`src/rtl/lsu_pkg.sv`:
```
// Shared encodings for the load/store unit: memory enable codes and FSM states.
package lsu_pkg;

    localparam logic [1:0] MEM_EN_NONE = 2'b00;
    localparam logic [1:0] MEM_EN_BYTE = 2'b01;
    localparam logic [1:0] MEM_EN_WORD = 2'b10;

    typedef enum logic [1:0] {
        IDLE,
        ISSUE,
        WAIT,
        RESP
    } lsu_state_t;

endpackage

```
`src/rtl/lsu_load_align.sv`:
```
// Load data alignment: word loads pass through, byte loads take [7:0] and extend.
module lsu_load_align
    import lsu_pkg::*;
#(
    parameter int DATA_W = 32
) (
    input  logic [DATA_W-1:0] rd_data,
    input  logic              word,
    input  logic              is_signed,
    output logic [DATA_W-1:0] result
);

    always_comb begin
        result = rd_data;
        if (!word) begin
            result = {{(DATA_W-8){is_signed & rd_data[7]}}, rd_data[7:0]};
        end
    end

endmodule

```
`src/rtl/load_store_unit.sv`:
```
// Single-outstanding load/store initiator towards a registered data memory port.
module load_store_unit
    import lsu_pkg::*;
#(
    parameter int ADDR_W = 12,
    parameter int DATA_W = 32,
    parameter int CNT_W  = 16
) (
    input  logic              clk,
    input  logic              reset_n,
    input  logic              req_valid,
    output logic              req_ready,
    input  logic              req_store,
    input  logic              req_word,
    input  logic              req_signed,
    input  logic [ADDR_W-1:0] req_addr,
    input  logic [DATA_W-1:0] req_wdata,
    output logic              resp_valid,
    input  logic              resp_ready,
    output logic [DATA_W-1:0] resp_rdata,
    output logic [ADDR_W-1:0] mem_address,
    output logic [1:0]        mem_write_enable,
    output logic [1:0]        mem_read_enable,
    output logic [DATA_W-1:0] mem_write_data,
    input  logic [DATA_W-1:0] mem_read_data,
    output logic [CNT_W-1:0]  load_count,
    output logic [CNT_W-1:0]  store_count
);

    lsu_state_t state, state_next;

    logic store_q;
    logic word_q;
    logic sign_q;
    logic accept;
    logic resp_done;
    logic [DATA_W-1:0] load_data;

    assign req_ready  = (state == IDLE);
    assign resp_valid = (state == RESP);
    assign accept     = req_valid & req_ready;
    assign resp_done  = resp_valid & resp_ready;

    always_ff @(posedge clk or negedge reset_n) begin
        if (!reset_n) begin
            state <= IDLE;
        end else begin
            state <= state_next;
        end
    end

    always_comb begin
        state_next = state;
        case (state)
            IDLE:    if (req_valid) state_next = ISSUE;
            ISSUE:   state_next = store_q ? RESP : WAIT;
            WAIT:    state_next = RESP;
            RESP:    if (resp_ready) state_next = IDLE;
            default: state_next = IDLE;
        endcase
    end

    always_ff @(posedge clk or negedge reset_n) begin
        if (!reset_n) begin
            store_q <= 1'b0;
            word_q  <= 1'b0;
            sign_q  <= 1'b0;
        end else if (accept) begin
            store_q <= req_store;
            word_q  <= req_word;
            sign_q  <= req_signed;
        end
    end

    // Memory pins are loaded on the accept edge so they are live for exactly the ISSUE cycle.
    always_ff @(posedge clk or negedge reset_n) begin
        if (!reset_n) begin
            mem_address      <= '0;
            mem_write_data   <= '0;
            mem_write_enable <= MEM_EN_NONE;
            mem_read_enable  <= MEM_EN_NONE;
        end else begin
            mem_write_enable <= MEM_EN_NONE;
            mem_read_enable  <= MEM_EN_NONE;
            if (accept) begin
                mem_address <= req_addr;
                if (req_store) begin
                    mem_write_data   <= req_wdata;
                    mem_write_enable <= req_word ? MEM_EN_WORD : MEM_EN_BYTE;
                end else begin
                    mem_read_enable  <= req_word ? MEM_EN_WORD : MEM_EN_BYTE;
                end
            end
        end
    end

    lsu_load_align #(
        .DATA_W(DATA_W)
    ) u_align (
        .rd_data   (mem_read_data),
        .word      (word_q),
        .is_signed (sign_q),
        .result    (load_data)
    );

    // Cleared on accept so stores respond with zero; loads overwrite it in WAIT.
    always_ff @(posedge clk or negedge reset_n) begin
        if (!reset_n) begin
            resp_rdata <= '0;
        end else if (accept) begin
            resp_rdata <= '0;
        end else if (state == WAIT) begin
            resp_rdata <= load_data;
        end
    end

    always_ff @(posedge clk or negedge reset_n) begin
        if (!reset_n) begin
            load_count  <= '0;
            store_count <= '0;
        end else if (resp_done) begin
            if (store_q) begin
                store_count <= store_count + CNT_W'(1);
            end else begin
                load_count  <= load_count + CNT_W'(1);
            end
        end
    end

endmodule

```
`config.mk`:
```
export PLATFORM = sky130hd
export DESIGN_NAME = load_store_unit
export DESIGN_NICKNAME = d
export VERILOG_FILES = /design/src/rtl/lsu_pkg.sv /design/src/rtl/lsu_load_align.sv /design/src/rtl/load_store_unit.sv
export SDC_FILE = /design/constraint.sdc
export NUM_CORES = 1
export LEC_CHECK = 0
export CORE_MARGIN = 5
export CORE_UTILIZATION = 40
export DETAILED_ROUTE_END_ITERATION = 7
export DONT_BUFFER_PORTS = 1
export HOLD_SLACK_MARGIN = 0.02
export PLACE_DENSITY = 0.59
export SLEW_MARGIN = 40
export SYNTH_ARGS = -nofsm -noshare
export SYNTH_HDL_FRONTEND = slang
export SYNTH_SLANG_ARGS = --single-unit
```
`constraint.sdc`:
```
create_clock -name clk -period 1.75 [get_ports clk]
set_input_delay 0.2625 -clock clk [delete_from_list [all_inputs] [get_ports clk]]
set_output_delay 0.2625 -clock clk [all_outputs]
set_load 0.02 [all_outputs]
```
==> metrics.md, run 1 <==
| Metric | Value |
|---|---|
| Placement Setup Slack | `-63.7 ps` |
| Peak VDD IR | `between 0.001 and 0.0015 V` |
| Starting Density | `0.412` |
| Initial antenna violation count | `0` |
| Drt via density | `approximately 5.1` |
| Setup TNS | `0 ps` |
| Period utilisation layout | `0.970` |
| Yosys reg bits | `~120` |
| Final core occ | `0.558` |
| Die Ht | `approximately 120 um` |
| Cell Area, Synth | `4760 um^2` |
| Final GP Congestion | `0.769` |
| Crit path time final | `about 1700 ps` |
| Most frequent cells in the layout | `115 x dfrtp_1, 85 x nand2_1, 55 x dlygate4sd3_1` |
| R2R depth | `6` |
| Die Wd | `roughly 120 um` |
| Port Buf Inserts | `0` |
| Fmax | `slightly below 600 MHz` |
| Commonest non-fill, non-tap cell in the layout | `dfrtp_1` |
| Num CTS Buffers | `17` |
| Top post-synthesis cells by area | `dfrtp_1 61%, mux2_2 8.3%, nand2_1 6.8%, xnor2_1 3.7%, nor2b_1 3.2%` |
| Gr busiest metal | `met2` |
| Setup repair after global routing missed its margin | `true` |
| End of the worst register-to-register path | `state[1]` |
| Worst Path Max Fanout | `4` |
| Max Slew Vio Count | `0` |
| Met1 Use GR | `0.185` |
| Met2 usage | `0.270` |
| Total power | `11.8 mW` |
| Final HPWL DP | `between 7000 and 8000 um` |
| Rows | `39` |
| # nets final | `roughly 590` |
| Setup crit start kind | `flip-flop` |
| Worst-path clk slew | `roughly 50 ps` |
| Critical path required time | `between 2000 and 2500 ps` |
| Sink Count | `between 100 and 150` |
| Per-cell routed wire length | `18.3 um` |
| # diodes | `0` |
| Root Buffer | `clkbuf_16` |
| Seq/Total Area, Yosys | `0.614` |
| Yosys warning total | `0` |
| Post-synthesis net count | `between 400 and 500` |
| Crit Path Class | `reg2reg` |
| Largest net degree at the start of global routing | `around 120` |
| TritonCTS clock tree | `built` |
| Synth top area share | `0.614` |
| Worst slew pin tran | `539 ps` |
| Clock Skews | `approximately 8.3 ps` |
| Via count | `about 3300` |
| Die ar. | `14200 um^2` |
| Hold crit path type | `in2async` |
| Worst Slack Setup Final | `between 50 and 60 ps` |
| Synth area leader | `dfrtp_1` |
| Outcome | `finished, violations left` |
| Slew Limit Headroom | `0.638` |
| Grt ovf | `0` |
| Clock buffer depth | `2` |
| Initial DRT Pass Iterations | `6` |
| Total GRT Usage | `0.168` |
| Synth Instances | `approximately 400` |
| WL final | `12100 um` |
| First-pass GRT wire length | `about 19000 um` |
| Netlist cell types | `28` |
| Layout area overhead | `35.5%` |
| Crit path capture type | `flip-flop` |
| Htree depth | `4` |
| Power per cell area | `between 1500 and 2000 nW/um^2` |
| Hold Buf Count CTS | `55` |
| Antenna Nets Post-Route | `0` |
| DRC Markers | `0` |
| Fillers | `between 900 and 1000` |
| Initial DRC Count | `between 100 and 150` |
| Setup violations, final | `0` |
| Max-Cap Viols | `0` |
| R2R Setup Slk | `50 ps` |
| Syn_area_per_cell | `about 12 um^2` |
| Core area | `approximately 12000 um^2` |
| Cell area after layout | `6450 um^2` |
| Non-filler instance count after layout | `between 600 and 700` |
| Layout cells sized above 1 | `0.215` |
| Met3 GRT Util | `0.0929` |
| Clock Latency Late Sink | `about 400 ps` |
| Reg-to-reg startpoint | `state[0]` |
| Vias in the first global route | `approximately 3500` |
| CP arrival | `1980 ps` |
| Placed cell count | `roughly 570` |
| Worst hold slack | `-444 ps` |
| Placed Area | `around 5100 um^2` |
| I/O Pins | `between 150 and 200` |
| Hold Vio Cnt, Final | `between 100 and 150` |
| P_leak | `3.07 nW` |
| Failing checks | `negative hold slack` |
[state kept, by name, summed over array words and instances, names as in the netlist]
register and cells:
mem_write_data 32, resp_rdata 32, load_count 16, store_count 16
mem_address 12, mem_read_enable 2, mem_write_enable 2, state 2
sign_q 1, store_q 1, word_q 1
[critical path, cell delays in order (launching register included)]
cell,delay (ps)
dfrtp_2,410
inv_1,130
ha_4,150
buf_4,160
inv_1,70
o22ai_1,280
mux2_2,380
[routing by layer]
layer,vias to the layer above,part of all wire
met5,-,0
met4,0,0.017
met3,18,0.11
met2,152,0.49
met1,1611,0.38
li1,1547,-
[how the worst max path moves through the flow]
| stage | from | to | depth (start not counted) | slack, ps |
|---|---|---|---|---|
| after floorplan | state[1] | resp_rdata[11] | 8 | -8 |
| after global placement | state[1] | mem_write_data[16] | 5 | 30 |
| after detailed placement | state[1] | mem_write_data[18] | 5 | -60 |
| after CTS | state[0] | mem_write_data[18] | 5 | -50 |
| after global routing | state[0] | state[1] | 6 | -40 |
| final | state[0] | state[1] | 6 | 50 |
[synthesized netlist by cell type]
library cell and instances:
nor3b_1 1, o22ai_1 1, and3_1 11, nor3_1 3, ha_1 6, nor2_1 17, nor3_4 1, xor2_1 10
inv_1 5, a21o_1 1, o21ai_0 25, nand3_1 10, o31ai_1 1, mux2_2 35, nor2b_1 24, or4_4 1
mux2i_1 8, buf_2 4, buf_6 1, nand4_2 1, dfrtp_1 117, nand4_1 5, xnor2_1 20, clkbuf_1 11
and3b_1 1, and2_1 3, and4b_1 1, nand2_1 86
[cells by family (layout without fill, tap and decap cells)]
family / Yosys count / count (layout) / share of synthesized area
mux: 43 / 43 / 0.0995
simple gates: 165 / 165 / 0.165
xor+xnor: 30 / 30 / 0.0551
buf+inv: 21 / 127 / 0.0192
flops: 117 / 117 / 0.614
compound gates: 28 / 28 / 0.0307
fa+ha+maj: 6 / 6 / 0.0158
[timing repair]
item                       4_1_cts  5_1_grt
buffers inserted                 0        5
setup endpoints to repair       37       59
hold endpoints to repair       175      117
pin swaps                        0        1
cloned                           0        3
resized for setup                1        9
[power breakdown]
group	leakage [nW]	internal [mW]	switching, mW
Sequential	1.50	3.64	1.69
Clock	0.305	2.41	1.14
Combinational	1.27	1.50	1.42
[final cells by class]
cell class	instances	area, um^2	share of cell area
Clock inverter	8	121	0.0188
Tap cell	143	179	0.0277
Clock buffer	23	498	0.0772
Multi-Input combinational cell	272	1810	0.280
Timing Repair Buffer	91	901	0.140
Inverter	5	18.8	0.00291
Sequential cell	117	2930	0.454
No activity file was read; power rests on OpenSTA's default activity.
==> run 2, diff against run 1 <==
Settings changed: CELL_PAD_IN_SITES_DETAIL_PLACEMENT set to 0, CELL_PAD_IN_SITES_GLOBAL_PLACEMENT set to 1, PLACE_DENSITY 0.59 to 0.74.
==> metrics.md, run 2 (synthesis results as in run 1) <==
| Metric | Value |
|---|---|
| Outcome | `finished, violations left (unchanged)` |
| Commonest non-fill, non-tap cell in the layout | `dfrtp_1 (unchanged)` |
| CP max stage cell | `or4_4 (was dfrtp_2)` |
| Worst slew pin tran | `516 ps (was 539 ps)` |
| Starting Density | `0.412 (unchanged)` |
| Total GRT Usage | `0.176 (was 0.168)` |
| Initial antenna violation count | `0 (unchanged)` |
| Crit path capture type | `flip-flop (unchanged)` |
| Vias in the first global route | `3568 (was 3541)` |
| Final HPWL DP | `8150 um (was 7950 um)` |
| Root Buffer | `clkbuf_16 (unchanged)` |
| Placement Setup Slack | `-77.6 ps (was -63.7 ps)` |
| Worst Slack Setup Final | `67.9 ps (was 51.7 ps)` |
| Critical path required time | `2080 ps (was 2030 ps)` |
| Htree depth | `4 (unchanged)` |
| Reg-to-reg startpoint | `state[1] (was state[0])` |
| Failing checks | `negative hold slack (unchanged)` |
| Most frequent cells in the layout | `115 x dfrtp_1, 85 x nand2_1, 64 x dlygate4sd3_1 (was 115 x dfrtp_1, 85 x nand2_1, 55 x dlygate4sd3_1)` |
| Max-Cap Viols | `0 (unchanged)` |
| Clock Latency Late Sink | `420 ps (was 400 ps)` |
| Per-cell routed wire length | `18.6 um (was 18.3 um)` |
| Die ar. | `14200 um^2 (unchanged)` |
| Setup crit start kind | `flip-flop (unchanged)` |
| Drt via density | `4.98 (was 5.05)` |
| CP max stage delay | `500 ps (was 410 ps)` |
| Period utilisation layout | `0.961 (was 0.970)` |
| TritonCTS clock tree | `built (unchanged)` |
| Clock buffer depth | `2 (unchanged)` |
| Via count | `3316 (was 3328)` |
| Initial DRT Pass Iterations | `4 (was 6)` |
| R2R depth | `5 (was 6)` |
| Non-filler instance count after layout | `666 (was 659)` |
| CP arrival | `2020 ps (was 1980 ps)` |
| Peak VDD IR | `0.00113 V (was 0.00101 V)` |
| Worst hold slack | `-458 ps (was -444 ps)` |
| Worst-path clk slew | `60 ps (was 50 ps)` |
| WL final | `12400 um (was 12100 um)` |
| R2R Setup Slk | `70 ps (was 50 ps)` |
| Total power | `11.5 mW (was 11.8 mW)` |
| Initial DRC Count | `190 (was 109)` |
| First-pass GRT wire length | `19300 um (was 18700 um)` |
| Worst-path cell chain | `ha_4, nand4_4, or4_4, nor3_4, xor2_1 (was inv_1, ha_4, buf_4, inv_1, o22ai_1, mux2_2)` |
| Power per cell area | `1780 nW/um^2 (was 1830 nW/um^2)` |
| Num CTS Buffers | `17 (unchanged)` |
| Slew Limit Headroom | `0.653 (was 0.638)` |
| Port Buf Inserts | `0 (unchanged)` |
| Die Wd | `119 um (unchanged)` |
| Worst setup path endpoint | `store_count[15] (was state[1])` |
| Largest net degree at the start of global routing | `118 (unchanged)` |
| Biggest regs | `mem_write_data x32, resp_rdata x32 (unchanged)` |
| DRC Markers | `0 (unchanged)` |
| Max Slew Vio Count | `0 (unchanged)` |
| Setup repair after global routing missed its margin | `true (unchanged)` |
| Antenna Nets Post-Route | `0 (unchanged)` |
| Crit Path Class | `reg2reg (unchanged)` |
| Fmax | `594 MHz (was 589 MHz)` |
| Sink Count | `117 (unchanged)` |
| Core area | `11600 um^2 (unchanged)` |
| End of the worst register-to-register path | `store_count[15] (was state[1])` |
| Placed cell count | `566 (was 565)` |
| Layout area overhead | `35.9% (was 35.5%)` |
| Final GP Congestion | `0.753 (was 0.769)` |
| Layout cells sized above 1 | `0.215 (about the same)` |
| Crit. Startpoint | `state[1] (was state[0])` |
| Worst Path Max Fanout | `5 (was 4)` |
| Crit path time final | `1680 ps (was 1700 ps)` |
| Hold Vio Cnt, Final | `117 (unchanged)` |
| # nets final | `598 (was 593)` |
| Clock Skews | `9.67 ps (was 8.30 ps)` |
| Rows | `39 (unchanged)` |
| Setup violations, final | `0 (unchanged)` |
| Grt ovf | `0 (unchanged)` |
| P_leak | `3.06 nW (was 3.07 nW)` |
| Die Ht | `119 um (unchanged)` |
| Hold crit path type | `in2async (unchanged)` |
| I/O Pins | `197 (unchanged)` |
run 2: worst max-delay path: cells and delay by family (launching register included):
| kind | cells | cell delay [ps] |
|---|---|---|
| and+or+nand+nor | 3 | 820 |
| DFF | 1 | 430 |
| xor gates and xnor gates | 1 | 170 |
| adders and majority gates | 1 | 180 |
run 2: area by class of cell:
class                           instances  area, um^2
Tap cell                              143         179
Timing Repair Buffer                   96         948
Fill cell                             978        5090
Clock inverter                         15         158
Antenna cell                            1        2.50
Clock buffer                           17         425
Multi-Input combinational cell        272        1810
Inverter                                5        18.8
Sequential cell                       117        2930
run 2: worst min-delay path by stage:
stage | endpoint | slack [ps] | cells after the start
6_report | resp_rdata[8] | -460 | 0
5_1_grt | resp_rdata[8] | -480 | 0
4_1_cts | resp_rdata[30] | -480 | 0
3_5_place_dp | load_count[9] | -30 | 0
3_3_place_gp | load_count[10] | -30 | 0
2_1_floorplan | load_count[0] | -30 | 0
run 2: report_power, final:
part           switching (mW)  total [mW]  internal (mW)
sequential               1.76        5.39           3.64
clock                    1.28        3.38           2.09
combinational            1.35        2.76           1.42
run 2: routing by layer:
| layer | wire (um) | track usage |
|---|---|---|
| met3 | 1300 | 0.0976 |
| met1 | 4770 | 0.197 |
| met5 | 0 | 0 |
| met4 | 199 | 0.0695 |
| met2 | 6100 | 0.282 |
run 2: timing repair:
| action | 4_1_cts | 5_1_grt |
|---|---|---|
| cloned | 0 | 2 |
| hold endpoints to repair | 182 | 119 |
| pin swaps | 0 | 1 |
| endpoints found under the setup margin | 32 | 60 |
| resized for setup | 3 | 8 |
| hold buffers | 62 | 2 |
| buffers inserted | 0 | 1 |
run 2: per-stage QoR:
stage / hold slack (ps) / cell area, um^2 / TNS, ps / utilization
final: -458 / 6470 / 0 / 0.560
after detailed placement: -30.4 / 5160 / -2080 / 0.446
after CTS: -476 / 6370 / 0 / 0.551
after floorplan: -33.1 / 4820 / -151 / -
after global placement: -30.3 / 5160 / 0 / 0.446
after global routing: -485 / 6470 / -27.7 / 0.560
==> run 3, diff against run 2 <==
Settings changed: ABC_AREA set to 1, CORE_UTILIZATION 40 to 41, PLACE_DENSITY 0.74 to 0.76.
==> metrics.md, run 3 <==
| Metric | Value |
|---|---|
| Yosys warning total | `0 (unchanged)` |
| Die ar. | `14800 um^2 (was 14200 um^2)` |
| Post-cts resize count | `0 (was 3)` |
| Seq/Total Area, Yosys | `0.572 (was 0.614)` |
| Critical path required time | `2030 ps (was 2080 ps)` |
| Crit path capture type | `flip-flop (unchanged)` |
| Initial DRC Count | `262 (was 190)` |
| Number of synthesized flops with an enable pin | `0 (unchanged)` |
| Crit. Startpoint | `state[0] (was state[1])` |
| Largest net degree at the start of global routing | `118 (unchanged)` |
| Vias in the first global route | `3820 (was 3568)` |
| Setup Buffers After CTS | `0 (unchanged)` |
| Internal | `7.14 mW (was 7.15 mW)` |
| Die Wd | `122 um (was 119 um)` |
| Synth area leader | `dfrtp_1 (unchanged)` |
| Final GP Congestion | `0.792 (was 0.753)` |
| Power per cell area | `1740 nW/um^2 (was 1780 nW/um^2)` |
| Placed cell count | `669 (was 566)` |
| Setup violations, final | `0 (unchanged)` |
| R2R depth | `7 (was 5)` |
| I/O Pins | `197 (unchanged)` |
| Max Slew Vio Count | `0 (unchanged)` |
| # diodes | `0 (was 1)` |
| Worst Slack Setup Final | `91.6 ps (was 67.9 ps)` |
| Ranking of synthesized cells by instance count | `117 x dfrtp_1, 116 x nand2_1, 56 x nor2_1, 39 x nand3_1, 28 x inv_1 (was 117 x dfrtp_1, 86 x nand2_1, 35 x mux2_2, 25 x o21ai_0, 24 x nor2b_1)` |
| Synth top area share | `0.572 (was 0.614)` |
| Rows | `40 (was 39)` |
| Slew Limit Headroom | `0.722 (was 0.653)` |
| Reg-to-reg startpoint | `state[0] (was state[1])` |
| WL final | `12500 um (was 12400 um)` |
| Hold Buf Count CTS | `59 (was 62)` |
| Synth Instances | `503 (was 410)` |
| Layout area overhead | `27.9% (was 35.9%)` |
| CP arrival | `1940 ps (was 2020 ps)` |
| Sw power | `4.27 mW (was 4.38 mW)` |
| Most frequent cells in the layout | `117 x dfrtp_1, 116 x nand2_1, 59 x dlygate4sd3_1 (was 115 x dfrtp_1, 85 x nand2_1, 64 x dlygate4sd3_1)` |
| R2R Setup Slk | `90 ps (was 70 ps)` |
| Period utilisation layout | `0.948 (was 0.961)` |
| Starting Density | `0.423 (was 0.412)` |
| Syn_area_per_cell | `10.2 um^2 (was 11.6 um^2)` |
| Num CTS Buffers | `17 (unchanged)` |
| Grt ovf | `0 (unchanged)` |
| Clock Skews | `7.44 ps (was 9.67 ps)` |
| Max-Cap Viols | `0 (unchanged)` |
| TritonCTS clock tree | `built (unchanged)` |
| Initial DRT Pass Iterations | `4 (unchanged)` |
| Fillers | `1079 (was 978)` |
| Antenna Nets Post-Route | `0 (unchanged)` |
| Most common cell in the netlist | `dfrtp_1 (unchanged)` |
| Top post-synthesis cells by area | `dfrtp_1 57%, nand2_1 8.5%, mux2_4 7.9%, nor2_1 4.1%, nand3_1 3.8% (was dfrtp_1 61%, mux2_2 8.3%, nand2_1 6.8%, xnor2_1 3.7%, nor2b_1 3.2%)` |
| Post-synth ARST share | `1.00 (unchanged)` |
| Non-filler instance count after layout | `756 (was 666)` |
| Placed Area | `5390 um^2 (was 5160 um^2)` |
| Worst slew pin tran | `416 ps (was 516 ps)` |
| Per-cell routed wire length | `16.5 um (was 18.6 um)` |
| Yosys reg bits | `117 (unchanged)` |
| Total power | `11.4 mW (was 11.5 mW)` |
| DRC Markers | `0 (unchanged)` |
| Cell area after layout | `6550 um^2 (was 6470 um^2)` |
| Setup repair after global routing missed its margin | `false (was true)` |
| Commonest non-fill, non-tap cell in the layout | `dfrtp_1 (unchanged)` |
| Failing checks | `negative hold slack (unchanged)` |
| Outcome | `finished, violations left (unchanged)` |
| Area of the multi-input gates | `1980 um^2 (was 1810 um^2)` |
| Cell Area, Synth | `5120 um^2 (was 4760 um^2)` |
| Worst Path Max Fanout | `32 (was 5)` |
| Peak VDD IR | `0.000900 V (was 0.00113 V)` |
| Sink Count | `117 (unchanged)` |
| Total GRT Usage | `0.173 (was 0.176)` |
| Crit Path Class | `reg2reg (unchanged)` |
| Placement Setup Slack | `80.9 ps (was -77.6 ps)` |
| Worst-path clk slew | `50 ps (was 60 ps)` |
| # nets final | `668 (was 598)` |
| Htree depth | `4 (unchanged)` |
| Switching Fraction | `0.374 (was 0.380)` |
| Hold Vio Cnt, Final | `117 (unchanged)` |
| Root Buffer | `clkbuf_16 (unchanged)` |
| Netlist cell types | `28 (unchanged)` |
| Top FF cell, synth | `dfrtp_1 (unchanged)` |
| Clock Latency Late Sink | `400 ps (was 420 ps)` |
| Port Buf Inserts | `0 (unchanged)` |
| Clock buffer depth | `2 (unchanged)` |
| Via count | `3729 (was 3316)` |
| Fmax | `603 MHz (was 594 MHz)` |
| Setup crit start kind | `flip-flop (unchanged)` |
| First-pass GRT wire length | `20000 um (was 19300 um)` |
| Core area | `12100 um^2 (was 11600 um^2)` |
| Post-synthesis net count | `592 (was 499)` |
| Sequential Area | `2930 um^2 (about the same)` |
| Drt via density | `4.93 (was 4.98)` |
| Initial antenna violation count | `0 (unchanged)` |
| P_leak | `3.20 nW (was 3.06 nW)` |
| Worst hold slack | `-443 ps (was -458 ps)` |
| End of the worst register-to-register path | `mem_write_data[11] (was store_count[15])` |
| Clock share of power | `0.285 (was 0.293)` |
| Setup TNS | `0 ps (unchanged)` |
| Register share of total power | `0.482 (was 0.468)` |
| Hold crit path type | `in2async (unchanged)` |
| Final core occ | `0.540 (was 0.560)` |
| Die Ht | `122 um (was 119 um)` |
| Comb power frac | `0.232 (was 0.239)` |
| Worst setup path endpoint | `mem_write_data[11] (was store_count[15])` |
| Final HPWL DP | `8570 um (was 8150 um)` |
| Biggest regs | `mem_write_data x32, resp_rdata x32 (unchanged)` |
| Layout cells sized above 1 | `0.156 (was 0.215)` |
| Crit path time final | `1660 ps (was 1680 ps)` |
==> run 3: cell count changes after synthesis, sizes merged, moves of 3 or more <==
cell,previous run,this run
a21oi,0,10
and2,3,0
and3,11,0
inv,5,32
mux2,35,32
mux2i,8,0
nand2,86,120
nand3,10,41
nor2,17,62
nor2b,24,0
nor3,4,8
o21ai,25,30
xnor2,20,7
xor2,10,13
==> run 3: worst min-delay path by stage <==
stage,end,slack (ps)
CTS,load_count[13],-470
global route,load_count[13],-470
finish,load_count[13],-440
global placement,load_count[9],-30
detailed placement,load_count[9],-30
floorplan,load_count[0],-30
==> run 3: kinds of logic (layout without fill, tap and decap cells) <==
family          after synthesis  after routing  share of synthesized area
xor+xnor                     20             20                     0.0342
fa+ha+maj                     6              6                     0.0147
simple gates                238            238                      0.208
mux                          32             32                     0.0902
compound gates               41             41                     0.0403
flops                       117            117                      0.572
buf+inv                      49            134                     0.0411
==> run 3: critical path, stage by stage, from the launching register on <==
cell and delay (ps):
dfrtp_1 390, inv_1 90, ha_1 220, nand2_2 100
inv_2 50, nand2_4 60, buf_12 230, mux2_2 370
==> run 3: metal layers <==
layer | wire length [um] | global-route usage | vias to the layer above
met5 | 0 | 0 | -
met4 | 278 | 0.0756 | 0
met3 | 923 | 0.0659 | 20
met2 | 6440 | 0.281 | 124
met1 | 4870 | 0.205 | 1808
li1 | - | - | 1777
==> run 3: final cells by class <==
class | count | share of cell area
sequential | 117 | 0.447
multi-input combinational | 337 | 0.303
timing repair buffer | 74 | 0.113
clock buffer | 24 | 0.0797
tap | 168 | 0.0321
inverter | 32 | 0.0183
clock inverter | 4 | 0.00688
==> run 3: power groups by stage <==
stage	Combinational (mW)	Clock, mW	Sequential [mW]
after CTS	2.66	3.35	5.52
after floorplan	1.91	0	5.31
after detailed placement	2.56	0	5.53
after global routing	2.99	3.46	5.62
after global placement	2.44	0	5.52
final	2.65	3.26	5.50
